==> src/rtl/param_selection_sorter.sv <==
// In-place selection sorter over a DEPTH x WIDTH register array with a per-run
// ascending/descending mode, host load/read port, swap counter and done pulse.
module param_selection_sorter #(
    parameter int WIDTH = 8,
    parameter int DEPTH = 8,
    localparam int AW = $clog2(DEPTH)
) (
    input  logic             clk,
    input  logic             rst,
    input  logic             start,
    input  logic             desc,
    input  logic             wr,
    input  logic [AW-1:0]    addr,
    input  logic [WIDTH-1:0] datain,
    output logic [WIDTH-1:0] dataout,
    output logic             ready,
    output logic             done,
    output logic [AW-1:0]    swap_count
);
    typedef enum logic [2:0] {IDLE, OUTER, INNER, CHECK, SWAP} state_t;

    localparam logic [AW-1:0] LAST = AW'(DEPTH - 1);

    state_t           state, state_next;
    logic [WIDTH-1:0] mem [DEPTH];
    logic [AW-1:0]    i, j, m;
    logic [WIDTH-1:0] vm;
    logic             mode;
    logic [WIDTH-1:0] mem_i, mem_j;
    logic             better, i_last, j_last;

    assign mem_i  = mem[i];
    assign mem_j  = mem[j];
    assign better = mode ? (mem_j > vm) : (mem_j < vm);
    assign i_last = (i == LAST);
    assign j_last = (j == LAST);
    assign ready  = (state == IDLE);

    always_ff @(posedge clk) begin
        if (rst) begin
            state <= IDLE;
        end else begin
            state <= state_next;
        end
    end

    always_comb begin
        state_next = state;
        case (state)
            IDLE:    if (start) state_next = OUTER;
            OUTER:   state_next = i_last ? IDLE : INNER;
            INNER:   if (j_last) state_next = CHECK;
            CHECK:   state_next = (m != i) ? SWAP : OUTER;
            SWAP:    state_next = OUTER;
            default: state_next = IDLE;
        endcase
    end

    // Loop indices, running extreme, host read register and run statistics.
    always_ff @(posedge clk) begin
        if (rst) begin
            dataout    <= '0;
            done       <= 1'b0;
            swap_count <= '0;
        end else begin
            done <= (state == OUTER) && i_last;
            case (state)
                IDLE: begin
                    if (start) begin
                        mode       <= desc;
                        i          <= '0;
                        swap_count <= '0;
                    end else if (!wr) begin
                        dataout <= mem[addr];
                    end
                end
                OUTER: begin
                    if (!i_last) begin
                        j  <= i + AW'(1);
                        m  <= i;
                        vm <= mem_i;
                    end
                end
                INNER: begin
                    // Strict compare keeps the earliest index on ties.
                    if (better) begin
                        m  <= j;
                        vm <= mem_j;
                    end
                    if (!j_last) j <= j + AW'(1);
                end
                CHECK: begin
                    if (m == i) i <= i + AW'(1);
                end
                SWAP: begin
                    i          <= i + AW'(1);
                    swap_count <= swap_count + AW'(1);
                end
                default: ;
            endcase
        end
    end

    // Memory is never reset; a reset cycle simply suppresses any write.
    always_ff @(posedge clk) begin
        if (!rst) begin
            if (state == IDLE && !start && wr) begin
                mem[addr] <= datain;
            end else if (state == SWAP) begin
                mem[m] <= mem_i;
                mem[i] <= vm;
            end
        end
    end
endmodule

==> config.mk <==
export PLATFORM = sky130hd
export DESIGN_NAME = param_selection_sorter
export DESIGN_NICKNAME = d
export VERILOG_FILES = /design/src/rtl/param_selection_sorter.sv
export SDC_FILE = /design/constraint.sdc
export NUM_CORES = 1
export LEC_CHECK = 0
export ABC_AREA = 1
export CORE_ASPECT_RATIO = 0.6
export CORE_MARGIN = 3
export CORE_UTILIZATION = 50
export CTS_CLUSTER_DIAMETER = 60
export DETAILED_ROUTE_END_ITERATION = 7
export PLACE_DENSITY = 0.68
export SKIP_CTS_REPAIR_TIMING = 1
export SYNTH_ARGS = -nofsm -noshare
export SYNTH_HDL_FRONTEND = slang
export SYNTH_SLANG_ARGS = --single-unit
==> constraint.sdc <==
create_clock -name clk -period 3.4 [get_ports clk]
set_clock_uncertainty 0.15 [all_clocks]
set_input_delay 0.51 -clock clk [delete_from_list [all_inputs] [get_ports clk]]
set_output_delay 0.51 -clock clk [all_outputs]
set_load 0.1 [all_outputs]
Word-level counts from Yosys, hierarchy flattened
Memories as Yosys holds them, arrays and structs flattened. A register that Yosys moved wholly into a read port is not among the register bits.
Cells that the tools add are included.

storage, ports and cells
  bits in registers = 25
  memories = 1
  RAM bits = 64
  input bits = 16

memory list
  name  depth  bits a word  read ports  clocked after memory_dff  wr ports  line  RTL
  mem   8      8            3           3                         2         25    logic [WIDTH-1:0] mem [DEPTH];

operators by class
  $add $sub $neg = 3
  eq/ne operators = 14
  reduce and logical (&&, ||, !) cells = 16
  magnitude comparators = 2
  bitwise operators = 3
  multiplexer cells = 31

operators with widths
  kind                   count
  $mux W3                12
  $mux W8                3
  $pmux W3 S2            3
  $pmux W8 S2            1
  $pmux W3 S5            1
  $ne A2 B2 Y1 const B   6
  $reduce_and A4 Y1      3
  $add A3 B1 Y3 const B  3
  $eq A3 B3 Y1 const B   3
  $mux W1                9
  $pmux W3 S3            1
  $gt A8 B8 Y1           1
  $lt A8 B8 Y1           1
  $reduce_or A8 Y1       1
  $eq A3 B2 Y1 const B   2
  $reduce_and A3 Y1      2
  $reduce_and A2 Y1      2
  $reduce_bool A2 Y1     2
  $eq A3 B1 Y1 const B   1
  $eq A3 B3 Y1           1
  $logic_and A1 B1 Y1    3
  $logic_not A3 Y1       1
  $ne A3 B3 Y1           1
  $not A1 Y1             3
  3 further kinds        3

Longest topological paths before layout
Gate-level depths: netlist (run 1).

  word-level depth = 8
  depth in mapped cells = 18

Worst setup path before layout (run 1)
No wires, ideal clock.

  path type = register -> register
  start = register state[0]
  end = memory mem[0][0], enable pin
  buffers on the path = 0
  arrival = 2.497 ns
  stages on the path, launching flop included = 8
  setup time = 0.384 ns
  path slack = 0.369 ns
  cells stage by stage = dfxtp_1 inv_1 nand2_1 nor2_2 nand2_2 o21ai_1 nand3_1 o21ai_0

RTL lines
  what                      line  RTL
  start: declaration        24    state_t state, state_next;
  start signal: assignment  43    state <= state_next;
  end: declaration          25

==> impl_metrics.toml, run 1 <==
[sta]
post-route-min-period_ns = 2.87
fin_tns_setup_ns = 0
hold_viol_final = 0
hold_ws_ns = 0.313
tightest_slew_ns = 0.970
fin_crit_sh = 0.843
rsz0062_at_grt = "false"
slew_headroom = 0.351
slew_viol_final = 0
finalSetupViolations = 0
max_freq_mhz = 349

[yosys]
synthArstFlopShare = 0
syn-num-nets = 1003
synth_top_area_frac = 0.351
ys_ff_latch = 103
ys_seq_area_frac = 0.411
synth_cell_types = 36
synth.avg_cell_area_um2 = 7.20
ys.flop_type = "edfxtp_1"
synth_edf_count = 82
synth.area.mux_share = 0
synth_xor_area_frac = 0.00499
synth_area_leaders = "edfxtp_1, nand2_1, nand3_1"
syn_area_um2 = 7020
syn_inst = 974
synth_top_area_cell = "edfxtp_1"
synth_common_cells = "nand2_1, nand3_1, inv_1"
synth-simple-area-share = 0.321
synthMostInstantiatedCell = "nand2_1"
synth_warnings = 0
synth_top_family_by_area = "simple AND/OR/NAND/NOR gates"
synth_fa_ha_area_frac = 0.0232
synth-compound-area-share = 0.126

[die]
initial_core_util = 0.529
rows = 32
dieHeight_um = 97.8
die_area_um2 = 15500
ios = 29
core_um2 = 13300
die_w_um = 159

[clock_network]
clock_sinks = 103
clockRootBuffer = "clkbuf_16"
cts_tree = "yes"
clkSlewWorstSetupHoldPaths_ns = 0.08
clk_latency_ns = 0.36
htreeDepth = 3
cts_buffers = 9
clockBufferDepth = 2

[power_and_ir_drop]
leakage_uw = 0.00355
power_density_nw_per_um2 = 669
peakVddDrop_mv = 0.299

[critical_path]
cp_max_fo = 16
required_ns = 3.30
cpPeakStageDelay_ns = 0.48
rrSetupSlack_ns = 0.53
cp_slowest_cell = "inv_1"
crit_chain = "inv_1 > a21oi_1 > o21ai_1 > nand2_1 > nand2_1 > nand2_1 > ha_1 > nand2_1 > nor2_1 > nand2_1 > a21oi_1 > nor2_1 > nor2_1 > buf_4"
critPathKind = "flip-flop to flip-flop"
startpoint_type = "flip-flop"
cp-end-kind = "flip-flop"
worstPathArrival_ns = 2.77
cpMostUsedCell = "nand2_1"

[detailed_routing]
dr_total_vias = 6889
drtIter0Drc = 1285
ant_nets = 0
drc_errors = 0
drtPass1Iterations = 6
routedWlPerCell_um = 21.0
vias_per_cell = 5.86
routed_wl_um = 24600

[layout]
layout-drive-gt1-share = 0.0840
antenna_cells = 0
final_util = 0.581
nets = 1012
final_area_um2 = 7700
syn2layout_area_growth_pct = 9.72

[grt]
grt_pass1_wl_um = 36900
track_usage = 0.315
grt-ovfl-total = 0
grt_pass1_vias = 5997
grt_start_max_net_pins = 65
antenna_found_initial = 0

[placed_design]
placement.cell_area_um2 = 7390
gp_congestion = 1.04
dp_hpwl_um = 17700
port_buffers = 28

[worst_hold_path]
min_path_type = "flip-flop to flip-flop"

[job]
maxCapViolCount = 0

[status]
status = "finished, final reports clean"
[layout make-up]
type	count	area [um2]
Tap cell	187	234
Clock buffer	9	225
Timing Repair Buffer	55	485
Clock inverter	7	81.3
Sequential cell	103	2880
Multi-Input combinational cell	695	3330
Inverter	119	454
Fill cell	1250	5560
[cells by family after synthesis]
| group | count (synthesis) |
|---|---|
| AND/OR/NAND/NOR | 514 |
| XOR/XNOR | 4 |
| AO/OA/AOI/OAI | 164 |
| adder cells (fa/ha/maj) | 13 |
| buffers and inverters | 176 |
| flip-flops | 103 |
[worst max-delay path, delay by kind of cell (launching register included)]
kind | cells | cell delay (ns)
buf+inv | 2 | 0.71
compound gates | 3 | 0.36
fa+ha+maj | 1 | 0.28
simple gates | 8 | 0.71
flops | 1 | 0.32
[layer usage]
layer / track usage / wire length, um
met4: 0.0800 / 534
met5: 0 / 0
met1: 0.459 / 10400
met2: 0.394 / 8930
met3: 0.180 / 4760
[power by group]
group | internal, uW | leakage (uW) | switching [uW]
sequential | 1550 | 0.000915 | 280
combinational | 685 | 0.00249 | 1560
clock | 530 | 0.000150 | 539
[cell usage in the layout, fill, tap and decap left out, types with 13 or more instances in the layout]
| cell | n |
|---|---|
| nor2_1 | 15 |
| o211ai_1 | 16 |
| o21ai_0 | 65 |
| clkdlybuf4s50_1 | 25 |
| edfxtp_1 | 82 |
| buf_4 | 28 |
| inv_1 | 108 |
| o21ai_1 | 19 |
| a21oi_1 | 60 |
| nand3_1 | 137 |
| ha_1 | 13 |
| nand2_1 | 331 |
| dfxtp_1 | 21 |
[final timing paths]
check / depth (start not counted) / to / startpoint
worst max-delay path: 14 / m[0] / flip-flop
worst min-delay path: 2 / dataout[1] / dataout[1]
worst max register to register: 14 / m[0] / flip-flop
worst min register to register: 2 / dataout[1] / dataout[1]
[sequential cells by signal, summed over array words and instances, names as in the netlist, 3 cells and up, named ones only]
name,flops
m,3
i,3
state,3
dataout,8
vm,8
j,3
swap_count,3
mem,64
[per-stage QoR]
step	std cells	setup WS (ns)	power, uW
floorplan	974	0.369	3350
global placement	1159	0.561	3990
detailed placement	1159	0.535	4000
CTS	1175	0.565	5060
global route	1175	0.314	5430
finish	1175	0.533	5150
No activity file was read; power rests on OpenSTA's default activity.
==> inputs of run 2 (changes only) <==
clock period = 3 ns   (was 3.4 ns; I/O delays follow)
==> run 2 against run 1 <==
Compared with the run above:
- worst setup slack worse by 0.23 ns
- cell area grew 1.2%
- clock power up 11%
- final cell count grew 1.4%
- sequential cell count did not move
- largest power group unchanged
- clock-buffer cell count increased by 1
- total power is 14% higher
- combinational power up 21%
- largest cell class unchanged
- non-clock buffer count rose by 16
- first-iteration DRC count fell by 6.3%
==> impl_metrics.toml, run 2 (synthesis results as in run 1) <==
[sta]
rsz0062_at_grt = "false"
slew_viol_final = 0
tightest_slew_ns = 1.12
hold_viol_final = 0
finalSetupViolations = 0
post-route-min-period_ns = 2.69
max_freq_mhz = 371
fin_crit_sh = 0.897
slew_headroom = 0.243

[layout]
nets = 1028
fillCellCount = 1279
layout-drive-gt1-share = 0.109
syn2layout_area_growth_pct = 11.1
largest_reg_flops = 64
reg_top3 = "mem x64, dataout x8, vm x8"
layout_common_cells = "nand2_1, nand3_1, inv_1, edfxtp_1, o21ai_0"
finalNonFillerCells = 1191
top_register = "mem"
mostFrequentLayoutCell = "nand2_1"
antenna_cells = 0

[detailed_routing]
ant_nets = 0
vias_per_cell = 5.79
drtIter0Drc = 1204
routedWlPerCell_um = 20.9
drc_errors = 0
dr_total_vias = 6901
drtPass1Iterations = 7
routed_wl_um = 24900

[clock_network]
htreeDepth = 3
cts_tree = "yes"
clk_latency_ns = 0.36
clkSlewWorstSetupHoldPaths_ns = 0.08
cts_buffers = 9
clockRootBuffer = "clkbuf_16"
clockBufferDepth = 2
clock_sinks = 103

[grt]
grt_pass1_wl_um = 37500
antenna_found_initial = 0
track_usage = 0.318
grt-ovfl-total = 0
grt_start_max_net_pins = 64
grt_pass1_vias = 6144

[placed_design]
port_buffers = 28
dp_hpwl_um = 18400
place_inst = 1175
gp_congestion = 1.03

[die]
die_w_um = 159
dieHeight_um = 97.8
ios = 29
core_um2 = 13300
die_area_um2 = 15500
initial_core_util = 0.529
rows = 32

[power_and_ir_drop]
total_power_uw = 5890
leakage_uw = 0.00365
peakVddDrop_mv = 0.438
power_density_nw_per_um2 = 756

[job]
maxCapViolCount = 0

[critical_path]
critPathKind = "input pin to flip-flop"
cp_max_fo = 8
cp-end-kind = "flip-flop"
required_ns = 2.82
startpoint_type = "input pin"
worstPathArrival_ns = 2.51

[status]
status = "finished, final reports clean"

[worst_hold_path]
min_path_type = "flip-flop to flip-flop"
## run 2: cell count changes in the layout (fill, tap and decap cells not counted), sizes merged
cell,before,now
buf,30,57
clkdlybuf4s50,25,14
clkbuf,9,10
inv,119,118
## run 2: layout make-up
class	instances	area (um2)	area share
clock inverter	6	61.3	0.00787
tap	187	234	0.0300
inverter	119	454	0.0583
timing repair buffer	71	591	0.0758
multi-input combinational	695	3340	0.429
sequential	103	2880	0.370
clock buffer	10	229	0.0294
## run 2: layer usage
metal	GRT usage	routed length, um	up-vias
met5	0	0	-
met4	0.0760	498	0
met3	0.167	4750	57
met2	0.383	8680	534
met1	0.486	11000	3075
li1	-	-	3235
## run 2: where the power goes
group | total, uW | switching [uW] | internal [uW] | leakage, uW
Sequential | 1980 | 220 | 1760 | 0.000915
Combinational | 2720 | 1870 | 850 | 0.00259
Clock | 1190 | 599 | 587 | 0.000144
## run 2: critical path: stages
cell and delay (ns):
clkdlybuf4s50_1 0.47, inv_1 0.21, nand2_1 0.07, o21ai_1 0.20
nand3_1 0.19, o21ai_0 0.91
## run 2: path summary, 6_finish.rpt
kind	slack [ns]	cells after the start	start	to
max	0.31	6	rst	mem[0][4]
min	0.32	2	dataout[3]	dataout[3]
max reg2reg	0.33	16	flip-flop	m[1]
min reg2reg	0.32	2	dataout[3]	dataout[3]
## run 2: through the flow
stage | TNS (ns) | setup WS, ns | area, um2 | utilization | hold slack [ns]
CTS | 0 | 0.353 | 7790 | 0.588 | 0.321
floorplan | 0 | 0.213 | 7020 | - | 0.366
global placement | 0 | 0.0466 | 7500 | 0.566 | 0.305
detailed placement | -0.0688 | -0.00870 | 7500 | 0.566 | 0.310
global route | 0 | 0.116 | 7790 | 0.588 | 0.342
finish | 0 | 0.308 | 7790 | 0.588 | 0.318
==> inputs of run 3 (changes only) <==
TNS_END_PERCENT = 5   (was unset)
==> results of run 3 <==
Same layout as run 2: the final DEF is identical, and so are final timing and power.
